### config.mk
export PLATFORM = sky130hd
export DESIGN_NAME = mc_ctrl_fsm
export DESIGN_NICKNAME = d
export VERILOG_FILES = /design/src/rtl/mips_ctrl_pkg.sv /design/src/rtl/mc_alu_decode.sv /design/src/rtl/mc_ctrl_fsm.sv
export SDC_FILE = /design/constraint.sdc
export NUM_CORES = 1
export LEC_CHECK = 0
export CORE_MARGIN = 4
export CORE_UTILIZATION = 50
export CTS_BUF_LIST = sky130_fd_sc_hd__clkbuf_2 sky130_fd_sc_hd__clkbuf_4 sky130_fd_sc_hd__clkbuf_8
export CTS_CLUSTER_DIAMETER = 120
export DETAILED_ROUTE_END_ITERATION = 7
export PLACE_DENSITY = 0.8
export SKIP_LAST_GASP = 1
export SYNTH_ARGS = -nofsm -noshare
export SYNTH_HDL_FRONTEND = slang
export SYNTH_SLANG_ARGS = --single-unit
### constraint.sdc
create_clock -name clk -period 2.2 [get_ports clk]
set_input_delay 0.33 -clock clk [delete_from_list [all_inputs] [get_ports clk]]
set_output_delay 0.33 -clock clk [all_outputs]
set_load 0.02 [all_outputs]
### src/rtl/mips_ctrl_pkg.sv
// mips_ctrl_pkg: shared encodings for the multi-cycle MIPS control FSM and its ALU decoder
package mips_ctrl_pkg;
  typedef logic [3:0] state_t;
  localparam state_t S_FETCH    = 4'd0;
  localparam state_t S_DECODE   = 4'd1;
  localparam state_t S_EXEC_R   = 4'd2;
  localparam state_t S_EXEC_I   = 4'd3;
  localparam state_t S_MEM_ADDR = 4'd4;
  localparam state_t S_MEM_ACC  = 4'd5;
  localparam state_t S_WB       = 4'd6;
  localparam state_t S_BRANCH   = 4'd7;
  localparam state_t S_JUMP     = 4'd8;
  localparam logic [3:0] ALU_ADD  = 4'd0;
  localparam logic [3:0] ALU_SUB  = 4'd1;
  localparam logic [3:0] ALU_AND  = 4'd2;
  localparam logic [3:0] ALU_OR   = 4'd3;
  localparam logic [3:0] ALU_XOR  = 4'd4;
  localparam logic [3:0] ALU_NOR  = 4'd5;
  localparam logic [3:0] ALU_SLT  = 4'd6;
  localparam logic [3:0] ALU_SLTU = 4'd7;
  localparam logic [3:0] ALU_SLL  = 4'd8;
  localparam logic [3:0] ALU_SRL  = 4'd9;
  localparam logic [3:0] ALU_SRA  = 4'd10;
  localparam logic [3:0] ALU_LUI  = 4'd11;
  localparam logic [5:0] OP_RTYPE = 6'h00;
  localparam logic [5:0] OP_J     = 6'h02;
  localparam logic [5:0] OP_JAL   = 6'h03;
  localparam logic [5:0] OP_BEQ   = 6'h04;
  localparam logic [5:0] OP_BNE   = 6'h05;
  localparam logic [5:0] OP_ADDI  = 6'h08;
  localparam logic [5:0] OP_ADDIU = 6'h09;
  localparam logic [5:0] OP_SLTI  = 6'h0a;
  localparam logic [5:0] OP_SLTIU = 6'h0b;
  localparam logic [5:0] OP_ANDI  = 6'h0c;
  localparam logic [5:0] OP_ORI   = 6'h0d;
  localparam logic [5:0] OP_XORI  = 6'h0e;
  localparam logic [5:0] OP_LUI   = 6'h0f;
  localparam logic [5:0] OP_LW    = 6'h23;
  localparam logic [5:0] OP_SW    = 6'h2b;
  localparam logic [5:0] FN_SLL  = 6'h00;
  localparam logic [5:0] FN_SRL  = 6'h02;
  localparam logic [5:0] FN_SRA  = 6'h03;
  localparam logic [5:0] FN_ADD  = 6'h20;
  localparam logic [5:0] FN_ADDU = 6'h21;
  localparam logic [5:0] FN_SUB  = 6'h22;
  localparam logic [5:0] FN_SUBU = 6'h23;
  localparam logic [5:0] FN_AND  = 6'h24;
  localparam logic [5:0] FN_OR   = 6'h25;
  localparam logic [5:0] FN_XOR  = 6'h26;
  localparam logic [5:0] FN_NOR  = 6'h27;
  localparam logic [5:0] FN_SLT  = 6'h2a;
  localparam logic [5:0] FN_SLTU = 6'h2b;
  localparam logic [1:0] PC_SEQ = 2'd0;
  localparam logic [1:0] PC_BR  = 2'd1;
  localparam logic [1:0] PC_JMP = 2'd2;
  localparam logic [1:0] RD_RT = 2'd0;
  localparam logic [1:0] RD_RD = 2'd1;
  localparam logic [1:0] RD_RA = 2'd2;
  localparam logic [1:0] WB_ALU = 2'd0;
  localparam logic [1:0] WB_MEM = 2'd1;
  localparam logic [1:0] WB_PC4 = 2'd2;
endpackage

### src/rtl/mc_alu_decode.sv
// mc_alu_decode: maps opcode/funct to ALU operation, immediate extension and legality
// Ports: opcode, funct in; alu_op, ext_sign (1 = sign-extend), legal out. Purely combinational.
module mc_alu_decode
  import mips_ctrl_pkg::*;
(
  input  logic [5:0] opcode,
  input  logic [5:0] funct,
  output logic [3:0] alu_op,
  output logic       ext_sign,
  output logic       legal
);
  always_comb begin
    alu_op = ALU_ADD;
    ext_sign = 1'b1;
    legal = 1'b1;
    case (opcode)
      OP_RTYPE:
        case (funct)
          FN_ADD, FN_ADDU: alu_op = ALU_ADD;
          FN_SUB, FN_SUBU: alu_op = ALU_SUB;
          FN_AND:  alu_op = ALU_AND;
          FN_OR:   alu_op = ALU_OR;
          FN_XOR:  alu_op = ALU_XOR;
          FN_NOR:  alu_op = ALU_NOR;
          FN_SLT:  alu_op = ALU_SLT;
          FN_SLTU: alu_op = ALU_SLTU;
          FN_SLL:  alu_op = ALU_SLL;
          FN_SRL:  alu_op = ALU_SRL;
          FN_SRA:  alu_op = ALU_SRA;
          default: legal = 1'b0;
        endcase
      OP_SLTI:  alu_op = ALU_SLT;
      OP_SLTIU: alu_op = ALU_SLTU;
      OP_ANDI: begin alu_op = ALU_AND; ext_sign = 1'b0; end
      OP_ORI:  begin alu_op = ALU_OR;  ext_sign = 1'b0; end
      OP_XORI: begin alu_op = ALU_XOR; ext_sign = 1'b0; end
      OP_LUI:  begin alu_op = ALU_LUI; ext_sign = 1'b0; end
      OP_ADDI, OP_ADDIU, OP_LW, OP_SW, OP_BEQ, OP_BNE, OP_J, OP_JAL: alu_op = ALU_ADD;
      default: legal = 1'b0;
    endcase
  end
endmodule

### src/rtl/mc_ctrl_fsm.sv
// mc_ctrl_fsm: multi-cycle MIPS control sequencer (fetch/decode/execute/memory/writeback)
// Ports: clk, rst (sync, active-high); opcode/funct from the IR; zero flag; imem_ready/dmem_ready
// handshakes. Drives memory requests, IR/PC/regfile enables, datapath selects and the
// instr_done / illegal / bus_err status pulses. All outputs are forced low while rst is high.
module mc_ctrl_fsm
  import mips_ctrl_pkg::*;
#(
  parameter int IMEM_WAIT_MAX = 0,
  parameter int DMEM_WAIT_MAX = 0
) (
  input  logic       clk,
  input  logic       rst,
  input  logic [5:0] opcode,
  input  logic [5:0] funct,
  input  logic       zero,
  input  logic       imem_ready,
  input  logic       dmem_ready,
  output logic       imem_req,
  output logic       dmem_req,
  output logic       dmem_we,
  output logic       ir_we,
  output logic       pc_we,
  output logic [1:0] pc_src,
  output logic       alusrc,
  output logic       ext_sign,
  output logic [3:0] alu_op,
  output logic       reg_we,
  output logic [1:0] reg_dst,
  output logic [1:0] wb_sel,
  output logic       instr_done,
  output logic       illegal,
  output logic       bus_err
);
  state_t state, nxt;
  logic [5:0] op_q, fn_q, dec_opc, dec_fn;
  logic [31:0] cnt;
  logic stay, in_dec, is_sw, is_lw, is_beq, is_jal, imem_tmo, dmem_tmo;
  logic [3:0] dec_alu_op;
  logic dec_ext, dec_legal;
  // In DECODE the IR is fresh, so decode it live; later states use the latched copy.
  assign in_dec = state == S_DECODE;
  assign dec_opc = in_dec ? opcode : op_q;
  assign dec_fn = in_dec ? funct : fn_q;
  assign is_sw = op_q == OP_SW;
  assign is_lw = op_q == OP_LW;
  assign is_beq = op_q == OP_BEQ;
  assign is_jal = op_q == OP_JAL;
  // A ready arriving on the threshold cycle suppresses the timeout.
  assign imem_tmo = IMEM_WAIT_MAX > 0 && !imem_ready && cnt == 32'(IMEM_WAIT_MAX - 1);
  assign dmem_tmo = DMEM_WAIT_MAX > 0 && !dmem_ready && cnt == 32'(DMEM_WAIT_MAX - 1);
  mc_alu_decode u_dec (
    .opcode  (dec_opc),
    .funct   (dec_fn),
    .alu_op  (dec_alu_op),
    .ext_sign(dec_ext),
    .legal   (dec_legal)
  );
  always_comb begin
    nxt = state;
    stay = 1'b0;
    imem_req = 1'b0;
    dmem_req = 1'b0;
    dmem_we = 1'b0;
    ir_we = 1'b0;
    pc_we = 1'b0;
    pc_src = PC_SEQ;
    alusrc = 1'b0;
    ext_sign = 1'b0;
    alu_op = ALU_ADD;
    reg_we = 1'b0;
    reg_dst = RD_RT;
    wb_sel = WB_ALU;
    instr_done = 1'b0;
    illegal = 1'b0;
    bus_err = 1'b0;
    if (!rst)
      case (state)
        S_FETCH: begin
          imem_req = 1'b1;
          ir_we = imem_ready;
          pc_we = imem_ready;
          bus_err = imem_tmo;
          stay = !imem_ready && !imem_tmo;
          nxt = imem_ready ? S_DECODE : S_FETCH;
        end
        S_DECODE: begin
          illegal = !dec_legal;
          nxt = !dec_legal ? S_FETCH :
                opcode == OP_RTYPE ? S_EXEC_R :
                (opcode == OP_LW || opcode == OP_SW) ? S_MEM_ADDR :
                (opcode == OP_BEQ || opcode == OP_BNE) ? S_BRANCH :
                (opcode == OP_J || opcode == OP_JAL) ? S_JUMP : S_EXEC_I;
        end
        S_EXEC_R: begin
          alusrc = 1'b1;
          alu_op = dec_alu_op;
          nxt = S_WB;
        end
        S_EXEC_I: begin
          alu_op = dec_alu_op;
          ext_sign = dec_ext;
          nxt = S_WB;
        end
        S_MEM_ADDR: begin
          ext_sign = 1'b1;
          nxt = S_MEM_ACC;
        end
        S_MEM_ACC: begin
          dmem_req = 1'b1;
          dmem_we = is_sw;
          bus_err = dmem_tmo;
          instr_done = dmem_ready && is_sw;
          stay = !dmem_ready && !dmem_tmo;
          nxt = dmem_ready ? (is_sw ? S_FETCH : S_WB) : dmem_tmo ? S_FETCH : S_MEM_ACC;
        end
        S_WB: begin
          reg_we = 1'b1;
          instr_done = 1'b1;
          reg_dst = op_q == OP_RTYPE ? RD_RD : RD_RT;
          wb_sel = is_lw ? WB_MEM : WB_ALU;
          nxt = S_FETCH;
        end
        S_BRANCH: begin
          alusrc = 1'b1;
          alu_op = ALU_SUB;
          pc_src = PC_BR;
          pc_we = zero ~^ is_beq;
          instr_done = 1'b1;
          nxt = S_FETCH;
        end
        S_JUMP: begin
          pc_we = 1'b1;
          pc_src = PC_JMP;
          reg_we = is_jal;
          reg_dst = is_jal ? RD_RA : RD_RT;
          wb_sel = is_jal ? WB_PC4 : WB_ALU;
          instr_done = 1'b1;
          nxt = S_FETCH;
        end
        default: nxt = S_FETCH;
      endcase
  end
  always_ff @(posedge clk) begin
    if (rst) begin
      state <= S_FETCH;
      cnt <= '0;
      op_q <= '0;
      fn_q <= '0;
    end else begin
      state <= nxt;
      cnt <= stay ? cnt + 32'd1 : '0;
      if (in_dec) begin
        op_q <= opcode;
        fn_q <= funct;
      end
    end
  end
endmodule

Word-level counts from Yosys, hierarchy flattened:

Index checks and enable logic that the tools add are counted.

* flip-flop bits (word level): 16
* output and inout port bits: 21
* logic and storage cells: 112
* input bits: 17

* reductions and logical operators: 17
* bitwise operators: 1
* multiplexer cells: 47
* equal/unequal tests: 44

Operators with widths (number)
* 6-bit == test, second input constant: 16
* 6-bit by 4-bit == test with 1-bit output, second input constant: 8
* 6-bit by 2-bit == test with 1-bit output, second input constant: 7
* 4-bit case mux with 10 select lines: 1
* 6-bit by 3-bit == test with 1-bit output, second input constant: 5
* 4-bit case mux with 7 select lines: 1
* 6-bit zero test: 4
* 4-bit two-way mux: 6
* 1-bit two-way mux: 21
* 4-bit case mux with 5 select lines: 1
* 4-bit by 3-bit == test with 1-bit output, second input constant: 4
* 14-bit OR reduction: 1
* 13-bit OR reduction: 1
* 6-bit two-way mux: 2
* 2-bit case mux with 2 select lines: 3
* 4-bit by 2-bit == test with 1-bit output, second input constant: 2
* 2-bit two-way mux: 4
* 1-bit case mux with 2 select lines: 4
* 4-bit case mux with 2 select lines: 1
* 3-bit two-way mux: 2
* 2-bit OR reduction: 3
* 4-bit by 1-bit == test with 1-bit output, second input constant: 1
* 4-bit == test, second input constant: 1
* 4-bit zero test: 1
* other kinds (7): 9

Longest topological paths before layout:

* depth in word-level cells: 9
* depth in mapped cells: 7
* mapped depth without buffers: 5

Cells and area by module:

Synthesis repeated with hierarchy kept, for this count alone.

* cells, all modules: 166
* area total of the unflattened synthesis: 1332.5 um2

By module, submodules not included
* mc_ctrl_fsm: instances 1, cells an instance 124, seq. area each 320.3 um2, area each 1074.8 um2
* mc_alu_decode: instances 1, cells an instance 42, seq. area each 0.0 um2, area each 257.7 um2

Worst setup path before layout:

OpenSTA, ideal clock, no wires.

* kind: input-to-output
* start point: in rst
* end point: out instr_done
* stages on the path: 6
* setup slack: -0.209 ns
* path buffers: 2
* arrival: 2.079 ns
* required time: 1.870 ns
* cell sequence: clkbuf_1 > or2_2 > clkbuf_1 > nor4_1 > nand2_1 > o21ai_0

* word-level cells in the longest chain between the ends: 1

RTL lines
* start: declaration: line mc_ctrl_fsm.sv:12 `input logic rst,`
* 1-bit two-way mux: line mc_ctrl_fsm.sv:76 `if (!rst)`
* end: declaration: line mc_ctrl_fsm.sv:30 `output logic instr_done,`

No other way between the ends.

Worst setup path in the final report:

* start point: reg state[2]
* end point: out alu_op[3]

* word-level cells in the longest chain between the ends: 8
* elaborated cells between the ends (all ways): 30
* those cells by class: eq/ne: 20; mux: 6; reduce/logical: 4

RTL lines
* start: declaration: line mc_ctrl_fsm.sv:34 `state_t state, nxt;`
* start signal: assignment: line mc_ctrl_fsm.sv:150 `state <= nxt;`
* 4-bit by 1-bit == test with 1-bit output: line mc_ctrl_fsm.sv:41 `assign in_dec = state == S_DECODE;`
* 6-bit two-way mux
* 6-bit == test: line mc_alu_decode.sv:18 `case (funct)`
* 2-bit OR reduction: line mc_alu_decode.sv:18
* 4-bit case mux with 10 select lines: line mc_alu_decode.sv:18
* 4-bit case mux with 7 select lines: line mc_alu_decode.sv:16 `case (opcode)`
* 4-bit case mux with 2 select lines *: line mc_ctrl_fsm.sv:77 `case (state)`
* 4-bit two-way mux *: line mc_ctrl_fsm.sv:76
* end: declaration: line mc_ctrl_fsm.sv:26 `output logic [3:0] alu_op,`

Every way passes the cells marked *; elsewhere a longest branch is shown, timed or not.

==> out/qor.yml <==
logic_synthesis:
  synth_adder_area_share_pct: 0
  synthMuxAreaShare_pct: 0
  synthSimpleGateAreaFrac_pct: 44.0
  synth_nets: 226
  yosys_warnings: 0
  asyncSetResetFlopFracSynth_pct: 0
  netlist_instances: 209
  synth_top_family_by_area: "simple AND/OR/NAND/NOR gates"
  synth-seq-cells: 16
  synth.avg_cell_area_sq_um: 6.96
  synth.distinct_cells: 58
  ys.flop_type: "dfxtp_1"
  synthXorXnorAreaFrac_pct: 1.81
  ys_seq_area_share_pct: 22.0
  synth_edf_count: 0
  synth_compound_area_share_pct: 25.0
  syn-cell-area_sq_um: 1460
clock_tree:
  cts-root-buf: "clkbuf_4"
  cts.hold.buffers_added: 0
  path_clk_slew_ps: 90
  ctsLongestPathBuffers: 2
  cts_sinks: 16
  tritoncts: "built"
  insertion_delay_ps: 310
  htree_levels: 1
  cts_buffers: 3
detailed_routing:
  wire_per_inst_um: 19.3
  ant_nets: 0
  dr.first_iter.drc_count: 237
  post_drt_via_cell_ratio: 6.41
  drt_wl_total_mm: 6.47
  drt_first_pass_iters: 6
  drc_errors: 0
  num_vias: 2149
sta:
  rsz0062_at_grt: "true"
  finalHoldViolCount: 0
  setup_viol: 4
  min_period_ps: 2500
  layout_setup_ws_ps: -297
  holdWs_ps: 448
  skew_ps: 26.4
  finalCritPeriodShare_pct: 114
  maxSlewViolCount: 0
  clock.fmax_mhz: 400
floorplanning:
  die_y_um: 61.9
  die_area_sq_um: 3840
  core_area_sq_um: 2760
  io_pins: 38
  die_x_um: 61.9
  rows: 19
  start_util_pct: 52.8
setup_path:
  startpoint: "state[2]"
  path_class: "reg -> out"
  reg2reg_from: "state[2]"
  required_ps: 1870
  cp-end-kind: "output pin"
  setup.worst_path.end: "alu_op[3]"
  r2r_slack_ps: 400
  cp_data_arrival_time_ps: 2170
  ff2ff_path_depth: 7
  path_max_fanout: 7
  worstReg2RegEnd: "state[0]"
  critPathLaunchType: "flop"
hold_path:
  min_path_cells: 1
  holdCritPathClass: "reg -> reg"
global_route:
  antenna_found_initial: 0
  grt-busiest-layer: "met2"
  grt_start_max_net_pins: 17
  grt_remaining_overflow: 0
  grt_pass1_vias: 1741
  grt_usage_pct: 28.9
  grt_pass1_wl_mm: 8.20
  met1_usage_pct: 33.5
  grt_use_met3_pct: 3.93
  grt_use_met2_pct: 51.5
power_and_ir_drop:
  ir_drop_uv: 918
  internal_power_mw: 1.28
  p_per_area_nw_per_um2: 951
  comb_power_share_pct: 71.6
  pwr-share-seq_pct: 19.2
  power.total_mw: 2.33
  p_sw_mw: 1.05
  switching_share_pct: 44.9
  pwr-share-clk_pct: 9.2
  p_leak_nw: 1.12
placement:
  globalplace.congestion: 0.966
  io_buffers: 36
  hpwl_mm: 3.77
finish:
  final_util_pct: 89.0
  fillers: 142
  layout.nets: 322
  diodes: 0
  drive_gt1_share_pct: 40.8
  synthToLayoutAreaGrowth_pct: 68.6
run_status:
  violations: "setup timing"
  status: "finished with violations"
flow_run:
  maxCapViolCount: 0
==> placed cells by master (no fill, tap or decap), types with 2 or more instances in the layout <==
master / synthesis / final
nor2_1: 22 / 18
nor2b_2: 0 / 2
buf_8: 0 / 2
nor2_2: 1 / 4
or2_2: 2 / 2
nand4_1: 2 / 2
xor2_1: 2 / 2
buf_4: 2 / 70
o22ai_1: 3 / 2
buf_2: 5 / 5
a22oi_1: 2 / 2
clkdlybuf4s50_1: 0 / 12
nand3_2: 1 / 2
nor4_4: 0 / 2
dlymetal6s2s_1: 0 / 4
buf_6: 2 / 4
nand2_1: 36 / 36
a31oi_1: 2 / 2
a21oi_1: 20 / 19
nand2b_1: 6 / 5
nor2b_1: 9 / 7
nor3_1: 5 / 3
dfxtp_2: 0 / 3
inv_1: 4 / 4
dlygate4sd2_1: 0 / 5
clkbuf_2: 0 / 4
dfxtp_1: 16 / 12
nand3_1: 8 / 6
o21ai_0: 5 / 4
nand3b_1: 2 / 2
o21ai_1: 2 / 3
clkbuf_4: 0 / 3
a21oi_2: 1 / 2
nand4b_1: 7 / 7
and3b_1: 3 / 3
==> area by class of cell <==
type / count / area, sq um / area share (%)
multi-input combinational: 174 / 1180 / 47.9
inverter: 4 / 15.0 / 0.612
clock buffer: 4 / 36.3 / 1.48
sequential: 16 / 328 / 13.4
tap: 31 / 38.8 / 1.58
timing repair buffer: 106 / 860 / 35.0
==> layer usage <==
metal	wire length (um)	share of wire, %	up-vias
li1	-	-	943
met1	2400	37	995
met4	318	4.9	0
met5	0	0	-
met3	707	11	39
met2	3050	47	172
==> power by group through the flow <==
stage / clock [mW] / combinational (mW) / sequential (mW)
finish: 0.214 / 1.67 / 0.447
global route: 0.226 / 1.76 / 0.453
CTS: 0.205 / 1.47 / 0.437
detailed placement: 0 / 1.31 / 0.436
global placement: 0 / 1.28 / 0.433
floorplan: 0 / 0.761 / 0.441
==> critical path: stages (launching register included) <==
cell	delay (ps)
dfxtp_2	340
or4b_4	570
buf_8	170
buf_6	110
nand4_1	100
o31ai_2	100
a22oi_1	250
nor2_1	90
buf_4	160
==> stage by stage <==
stage / setup WS (ps) / setup TNS [ps] / instance area, sq um / std cells
3_5_place_dp: -464 / -3960 / 2230 / 321
5_1_grt: -347 / -1350 / 2450 / 335
2_1_floorplan: 44.0 / 0 / 1460 / 209
6_report: -297 / -949 / 2450 / 335
3_3_place_gp: -416 / -3320 / 2230 / 321
4_1_cts: -243 / -767 / 2350 / 331
==> Yosys cell counts (all sizes together), types with 2 or more instances <==
master | count | share of area, %
nand2 | 37 | 9.7
nor2 | 23 | 6.1
a21oi | 21 | 7.5
dfxtp | 16 | 22
buf | 9 | 4.3
nand3 | 9 | 3.4
nor2b | 9 | 3.9
nand4b | 8 | 5.8
o21ai | 8 | 3.0
clkbuf | 6 | 1.5
nand2b | 6 | 2.6
nor3 | 5 | 1.7
inv | 4 | 1.0
and3b | 3 | 1.8
o22ai | 3 | 1.3
a211oi | 2 | 1.4
a221oi | 2 | 1.2
a22oi | 2 | 1.0
a31oi | 2 | 0.86
and2 | 2 | 0.86
nand3b | 2 | 1.0
nand4 | 2 | 0.86
nor4 | 2 | 1.3
o31ai | 2 | 1.4
or2 | 2 | 0.86
xor2 | 2 | 1.2
==> cells by family (layout without fill, tap and decap cells) <==
family                    Yosys count  count (layout)
and+or+nand+nor                   117             117
AOI/OAI and AO/OA                  53              53
buffers and inverters              19             114
DFF                                16              16
xor gates and xnor gates            3               3
other                               1               1
==> worst min path at each step <==
| stage | start | to |
|---|---|---|
| after floorplan | fn_q[4] | fn_q[4] |
| after global placement | state[2] | state[2] |
| after detailed placement | state[2] | state[2] |
| after CTS | state[2] | state[2] |
| after global routing | state[2] | state[2] |
| final | state[2] | state[2] |
==> flip-flops by register name, summed over array words and instances (netlist names) <==
signal and flops:
fn_q 6, op_q 6, state 4
==> what timing repair did <==
item / in CTS / in global routing
gates resized for setup: 68 / 44
pin swaps: 3 / 14
setup buffers: 6 / 4
setup endpoints to repair: 20 / 16
(Power assumes the default switching activity.)
